<file path="src/rtl/bus_slave_resp_mux_if.sv">
// Bus bundle between the address decoder / slaves and the master for
// bus_slave_resp_mux. The mux connects through the "slave" modport; the
// "master" modport is the view of whoever drives the strobes and slave
// returns and consumes the registered response.
interface bus_slave_resp_mux_if #(
   parameter int N_SLAVES = 8,
   parameter int DATA_W   = 32
);
   logic                         m_as_;
   logic [N_SLAVES-1:0]          s_cs_;
   logic [N_SLAVES*DATA_W-1:0]   s_rd_data;
   logic [N_SLAVES-1:0]          s_rdy_;
   logic [DATA_W-1:0]            m_rd_data;
   logic                         m_rdy_;
   logic                         m_err;
   logic                         m_multi_cs;
   logic                         m_busy;

   modport slave (
      input  m_as_, s_cs_, s_rd_data, s_rdy_,
      output m_rd_data, m_rdy_, m_err, m_multi_cs, m_busy
   );

   modport master (
      output m_as_, s_cs_, s_rd_data, s_rdy_,
      input  m_rd_data, m_rdy_, m_err, m_multi_cs, m_busy
   );
endinterface

</file>
<file path="src/rtl/bus_slave_resp_mux.sv">
// Registered bus slave read-data/ready mux.
// Latches the lowest-index active chip select when the master strobes,
// waits for that slave's ready and returns a one-cycle registered response.
// Decode misses and multiple chip selects are flagged.
// Optional feature macro: BUS_TIMEOUT_EN builds a watchdog counter that
// ends a hung access with an error response after TMO_CYC WAIT cycles.
//
// state | meaning
// IDLE  | no access in flight, waiting for m_as_
// WAIT  | slave latched in sel_q, waiting for its ready (or timeout)
// RESP  | m_rdy_ low for exactly this cycle, then back to IDLE
module bus_slave_resp_mux #(
   parameter int N_SLAVES = 8,
   parameter int DATA_W   = 32,
   parameter int TMO_CYC  = 256
) (
   input  logic               clk,
   input  logic               reset_,
   bus_slave_resp_mux_if.slave bus
);
   localparam int SEL_W = (N_SLAVES > 1) ? $clog2(N_SLAVES) : 1;

   localparam logic [1:0] ST_IDLE = 2'd0;
   localparam logic [1:0] ST_WAIT = 2'd1;
   localparam logic [1:0] ST_RESP = 2'd2;

   logic [1:0]        state_q, state_d;
   logic [SEL_W-1:0]  sel_q, sel_d;
   logic [DATA_W-1:0] rd_data_q, rd_data_d;
   logic              rdy_q, rdy_d;
   logic              err_q, err_d;
   logic              multi_q, multi_d;
   logic              busy_q, busy_d;

   logic              cs_found;
   logic              cs_multi;
   logic [SEL_W-1:0]  cs_lowest;

`ifdef BUS_TIMEOUT_EN
   localparam int CNT_W = $clog2(TMO_CYC + 1);
   localparam logic [CNT_W-1:0] CNT_LAST = CNT_W'(TMO_CYC - 1);
   localparam logic [CNT_W-1:0] CNT_MAX  = {CNT_W{1'b1}};

   logic [CNT_W-1:0] cnt_q, cnt_d;
`else
   // Timeout parameter is kept in the parameter list for drop-in
   // compatibility; without the watchdog it drives nothing.
   logic [31:0] unused_tmo;
   assign unused_tmo = TMO_CYC;
`endif

   // Fixed priority pick of the lowest active chip select, plus multi-select detect.
   always_comb begin
      cs_found  = 1'b0;
      cs_multi  = 1'b0;
      cs_lowest = '0;
      for (int i = 0; i < N_SLAVES; i++) begin
         if (!bus.s_cs_[i]) begin
            if (cs_found) begin
               cs_multi = 1'b1;
            end else begin
               cs_found  = 1'b1;
               cs_lowest = SEL_W'(i);
            end
         end
      end
   end

   // Next-state and response capture.
   always_comb begin
      state_d   = state_q;
      sel_d     = sel_q;
      rd_data_d = rd_data_q;
      err_d     = err_q;
      multi_d   = 1'b0;
`ifdef BUS_TIMEOUT_EN
      cnt_d     = cnt_q;
`endif
      case (state_q)
         ST_IDLE: begin
            if (!bus.m_as_) begin
               if (cs_found) begin
                  sel_d   = cs_lowest;
                  multi_d = cs_multi;
                  state_d = ST_WAIT;
`ifdef BUS_TIMEOUT_EN
                  cnt_d   = '0;
`endif
               end else begin
                  rd_data_d = '0;
                  err_d     = 1'b1;
                  state_d   = ST_RESP;
               end
            end
         end
         ST_WAIT: begin
            // Ready is checked first so it wins over a coincident timeout.
            if (!bus.s_rdy_[sel_q]) begin
               rd_data_d = bus.s_rd_data[sel_q*DATA_W +: DATA_W];
               err_d     = 1'b0;
               state_d   = ST_RESP;
            end else begin
`ifdef BUS_TIMEOUT_EN
               if (cnt_q == CNT_LAST) begin
                  rd_data_d = '0;
                  err_d     = 1'b1;
                  state_d   = ST_RESP;
               end else if (cnt_q != CNT_MAX) begin
                  cnt_d = cnt_q + 1'b1;
               end
`endif
            end
         end
         ST_RESP: begin
            state_d = ST_IDLE;
         end
         default: begin
            state_d = ST_IDLE;
         end
      endcase
      // Strobes are derived from the next state so they are pure flop outputs.
      rdy_d  = (state_d != ST_RESP);
      busy_d = (state_d != ST_IDLE);
   end

   // State and output registers.
   always_ff @(posedge clk or negedge reset_) begin
      if (!reset_) begin
         state_q   <= ST_IDLE;
         sel_q     <= '0;
         rd_data_q <= '0;
         rdy_q     <= 1'b1;
         err_q     <= 1'b0;
         multi_q   <= 1'b0;
         busy_q    <= 1'b0;
      end else begin
         state_q   <= state_d;
         sel_q     <= sel_d;
         rd_data_q <= rd_data_d;
         rdy_q     <= rdy_d;
         err_q     <= err_d;
         multi_q   <= multi_d;
         busy_q    <= busy_d;
      end
   end

`ifdef BUS_TIMEOUT_EN
   // Watchdog counter register.
   always_ff @(posedge clk or negedge reset_) begin
      if (!reset_) begin
         cnt_q <= '0;
      end else begin
         cnt_q <= cnt_d;
      end
   end
`endif

   assign bus.m_rd_data  = rd_data_q;
   assign bus.m_rdy_     = rdy_q;
   assign bus.m_err      = err_q;
   assign bus.m_multi_cs = multi_q;
   assign bus.m_busy     = busy_q;

endmodule
</file>
<file path="src/flat_wrapper.sv">
// flat-port wrapper written by rule: the top's interface ports become plain ports
module bus_slave_resp_mux_flat 
#(
   parameter int N_SLAVES = 8,
   parameter int DATA_W   = 32,
   parameter int TMO_CYC  = 256
)
  (clk, reset_, bus_m_as_, bus_s_cs_, bus_s_rd_data, bus_s_rdy_, bus_m_rd_data, bus_m_rdy_, bus_m_err, bus_m_multi_cs, bus_m_busy);
  bus_slave_resp_mux_if #(.N_SLAVES(N_SLAVES), .DATA_W(DATA_W)) bus_i ();
  input  logic clk;
  input  logic reset_;
  input wire logic [$bits(bus_i.m_as_)-1:0] bus_m_as_;
  input wire logic [$bits(bus_i.s_cs_)-1:0] bus_s_cs_;
  input wire logic [$bits(bus_i.s_rd_data)-1:0] bus_s_rd_data;
  input wire logic [$bits(bus_i.s_rdy_)-1:0] bus_s_rdy_;
  output wire logic [$bits(bus_i.m_rd_data)-1:0] bus_m_rd_data;
  output wire logic [$bits(bus_i.m_rdy_)-1:0] bus_m_rdy_;
  output wire logic [$bits(bus_i.m_err)-1:0] bus_m_err;
  output wire logic [$bits(bus_i.m_multi_cs)-1:0] bus_m_multi_cs;
  output wire logic [$bits(bus_i.m_busy)-1:0] bus_m_busy;
  assign bus_i.m_as_ = bus_m_as_;
  assign bus_i.s_cs_ = bus_s_cs_;
  assign bus_i.s_rd_data = bus_s_rd_data;
  assign bus_i.s_rdy_ = bus_s_rdy_;
  assign bus_m_rd_data = bus_i.m_rd_data;
  assign bus_m_rdy_ = bus_i.m_rdy_;
  assign bus_m_err = bus_i.m_err;
  assign bus_m_multi_cs = bus_i.m_multi_cs;
  assign bus_m_busy = bus_i.m_busy;
  bus_slave_resp_mux #(.N_SLAVES(N_SLAVES), .DATA_W(DATA_W), .TMO_CYC(TMO_CYC)) u_core (.clk(clk), .reset_(reset_), .bus(bus_i));
endmodule
</file>
<file path="config.mk">
export PLATFORM = sky130hd
export DESIGN_NAME = bus_slave_resp_mux_flat
export DESIGN_NICKNAME = d
export VERILOG_FILES = /design/src/rtl/bus_slave_resp_mux_if.sv /design/src/rtl/bus_slave_resp_mux.sv /design/src/flat_wrapper.sv
export SDC_FILE = /design/constraint.sdc
export NUM_CORES = 1
export LEC_CHECK = 0
export BUFFER_PORTS_ARGS = -buffer_cell sky130_fd_sc_hd__buf_2
export CAP_MARGIN = 20
export CORE_AREA = 4 4 117 119
export CTS_CLUSTER_DIAMETER = 100
export DETAILED_ROUTE_END_ITERATION = 12
export DIE_AREA = 0 0 121 123
export PLACE_DENSITY = 0.65
export SYNTH_ARGS = -nofsm -noshare
export SYNTH_HDL_FRONTEND = slang
export SYNTH_SLANG_ARGS = --single-unit
</file>
<file path="constraint.sdc">
create_clock -name clk -period 2.05 [get_ports clk]
set_input_delay 0.41 -clock clk [delete_from_list [all_inputs] [get_ports clk]]
set_output_delay 0.41 -clock clk [all_outputs]
set_load 0.02 [all_outputs]
</file>
==> flow_metrics.py <==
metrics = {
    "detailed_routing": {
        "vias_per_cell": 5.13,
        "wl_per_cell_um": 17.2,
        "drt_first_pass_iters": 4,
        "dr_total_vias": 4551,
        "dr_wl_met2_um": 8150,
        "wl_met3_um": 1450,
        "drt-met1-wl_um": 5500,
        "first_iter_violations": 213,
        "wl_um": 15300,
        "dr.max_layer_used": "met5",
        "ant_nets": 0,
        "drc": 0,
    },
    "grt": {
        "antenna_found_initial": 1,
        "gr-total-overflow": 0,
        "grt_pass1_vias": 4780,
        "grt_max_degree": 73,
        "grt_pass1_wl_um": 23000,
        "grt.total_usage_pct": 19.0,
    },
    "worst_setup_path": {
        "critPathRequiredTime_ns": 2.21,
        "critical_path.endpoint_type": "flop",
        "crit_path_top_delay_cell": "o41ai_1",
        "crit_arrival_ns": 2.10,
        "critical_path.max_fanout": 29,
        "path_buf_inv": 1,
        "start_kind": "flop",
        "critPathTopFamily": "compound AO/OA/AOI/OAI gates",
        "worstSetupPathType": "reg -> reg",
        "crit_chain": "or2_1 > a211o_1 > a41o_2 > buf_4 > o41ai_1",
        "max_stage_delay_ns": 0.38,
    },
    "cells_and_area": {
        "n_antenna_cell": 0,
        "register_area_um2": 1030,
        "multi_input_area_um2": 2680,
        "fillers": 1219,
        "finish.net_count": 989,
        "layout-drive-gt1-share_pct": 52.7,
        "syn_to_final_growth_pct": 48.8,
        "final_util_pct": 46.1,
    },
    "clocking": {
        "cts_max_level": 2,
        "cts.path.max_buffers": 2,
        "cts_root_buf": "clkbuf_16",
        "cts_tree": "done",
        "clk_pin_slew_ns": 0.06,
        "clk-insertion-delay-late_ns": 0.28,
        "cts_sinks": 41,
        "cts-buffers-inserted": 5,
    },
    "power": {
        "worst_ir_drop_vdd_mv": 0.708,
        "power.density_nw_per_um2": 1120,
        "total_power_mw": 6.52,
        "leakage_nw": 3.19,
    },
    "logic_synthesis": {
        "yosys.area.top_type": "dfrtp_1",
        "netlist_area_um2": 3890,
        "ys_seq_elements": 41,
        "syn_avg_cell_area_um2": 9.16,
        "synth_cell_types": 31,
        "synth_area_leaders": "dfrtp_1 (26%), mux2i_1 (25%), mux2_2 (9.3%)",
        "yosysSeqAreaShare_pct": 26.4,
        "synth.most_common_cell": "mux2i_1",
        "async_flop_share_pct": 100,
        "ys.flop_type": "dfrtp_1",
        "synth_top_area_share_pct": 25.7,
        "synth_edf_count": 0,
        "syn_inst": 425,
        "syn_nets": 700,
        "synth_commonest_cells": "mux2i_1 (99), nand2_1 (42), dfrtp_1 (40)",
        "ys_warn_count": 0,
    },
    "timing": {
        "final.setup.tns_ns": 0,
        "tightest_slew_ns": 0.632,
        "period_minus_slack_ns": 1.94,
        "fin_skew_ns": 0.00406,
        "rsz0062_at_grt": "false",
        "drv_slew": 0,
        "fmax_ghz": 0.516,
        "min_period_over_period_pct": 94.6,
        "holdWs_ns": 0.151,
        "max_slew_margin_pct": 57.9,
        "finalHoldViolations": 0,
        "worst_slack_ns": 0.111,
        "finalSetupViolations": 0,
    },
    "floorplanning": {
        "start_util_pct": 31.0,
        "core_um2": 12600,
        "die-area_um2": 14900,
        "num_rows": 41,
        "die_h_um": 123,
        "boundaryPins": 311,
        "die_w_um": 121,
    },
    "worst_hold_path": {
        "hp-class": "in -> async",
    },
    "placement": {
        "place_ws_ns": 0.0853,
        "port_buffers": 310,
        "hpwl_um": 12400,
        "routabilityCongestion": 0.876,
    },
    "status": {
        "status": "complete, no violations",
    },
    "run": {
        "cap_violations": 0,
    },
}
## per-layer routing
layer / vias to the layer above / GRT usage [%]
li1: 2209 / -
met1: 2114 / 20.7
met2: 212 / 37.1
met3: 14 / 4.99
met4: 2 / 3.54
met5: - / 0
## stage by stage
stage,cell area (µm²),cells
2_1_floorplan,3890,425
3_3_place_gp,5640,879
3_5_place_dp,5640,879
4_1_cts,5780,887
6_report,5790,887
5_1_grt,5790,887
## flip-flops by register name, summed over array words and instances, names as in the netlist
name,cells
u_core.bus.m_multi_cs,1
u_core.sel_q,3
u_core.bus.m_rd_data,32
u_core.bus.m_err,1
u_core.bus.m_busy,1
u_core.state_q,2
u_core.bus.m_rdy_,1
## layout make-up
type	count	area share, %
clock buffer	8	2.53
inverter	4	0.259
multi-input combinational	336	46.2
sequential	41	17.8
tap	172	3.72
timing repair buffer	326	29.5
## placed cells by master, fill, tap and decap left out, drive strengths merged
cell / Yosys / routed
a31oi: 1 / 1
a311oi: 1 / 1
clkbuf: 23 / 8
a211o: 1 / 1
and2: 2 / 2
nand2b: 1 / 1
nand3: 33 / 33
o41ai: 32 / 32
nand4: 3 / 3
a41o: 1 / 1
mux2i: 99 / 99
nor2: 2 / 2
a22o: 32 / 32
nand2: 42 / 42
or2: 1 / 1
inv: 4 / 4
buf: 21 / 326
and3: 1 / 1
nor3: 1 / 1
a21boi: 1 / 1
dfrtp: 40 / 40
o21ai: 38 / 38
mux2: 32 / 32
a21oi: 5 / 5
a21o: 2 / 2
dfstp: 1 / 1
nor2b: 4 / 4
maj3: 1 / 1
## final timing paths
check	cells after the start	endpoint	from	slack (ns)
max	5	u_core.bus.m_rd_data[2]	u_core.sel_q[1]	0.11
min	1	u_core.bus.m_rd_data[26]	reset_	0.15
max reg2reg	5	u_core.bus.m_rd_data[2]	u_core.sel_q[1]	0.11
min reg2reg	1	u_core.bus.m_busy	u_core.state_q[1]	0.46
max in group asynchronous	2	u_core.bus.m_rdy_	reset_	1.27
min in group clk	2	u_core.bus.m_busy	bus_m_as_	0.33
## power breakdown
group | internal [mW] | switching, mW | total [mW]
logic | 1.97 | 2.51 | 4.48
clock network | 0.486 | 0.303 | 0.789
registers | 1.08 | 0.172 | 1.25
## repair_timing
item                                    CTS  global route
endpoints found under the setup margin    0             1
hold buffers                              0             0
resized for setup                         0             1
buffers inserted                          0             0
## logic make-up (layout without fill, tap and decap cells)
| family | count (synthesis) | in the layout | share of synthesized area, % |
|---|---|---|---|
| AO/OA/AOI/OAI | 114 | 114 | 22.5 |
| buffers and inverters | 48 | 338 | 5.53 |
| multiplexers | 131 | 131 | 34.7 |
| flip-flops | 41 | 41 | 26.4 |
| adder cells (fa/ha/maj) | 1 | 1 | 0.257 |
| AND/OR/NAND/NOR | 90 | 90 | 10.5 |
(Power assumes the default switching activity.)
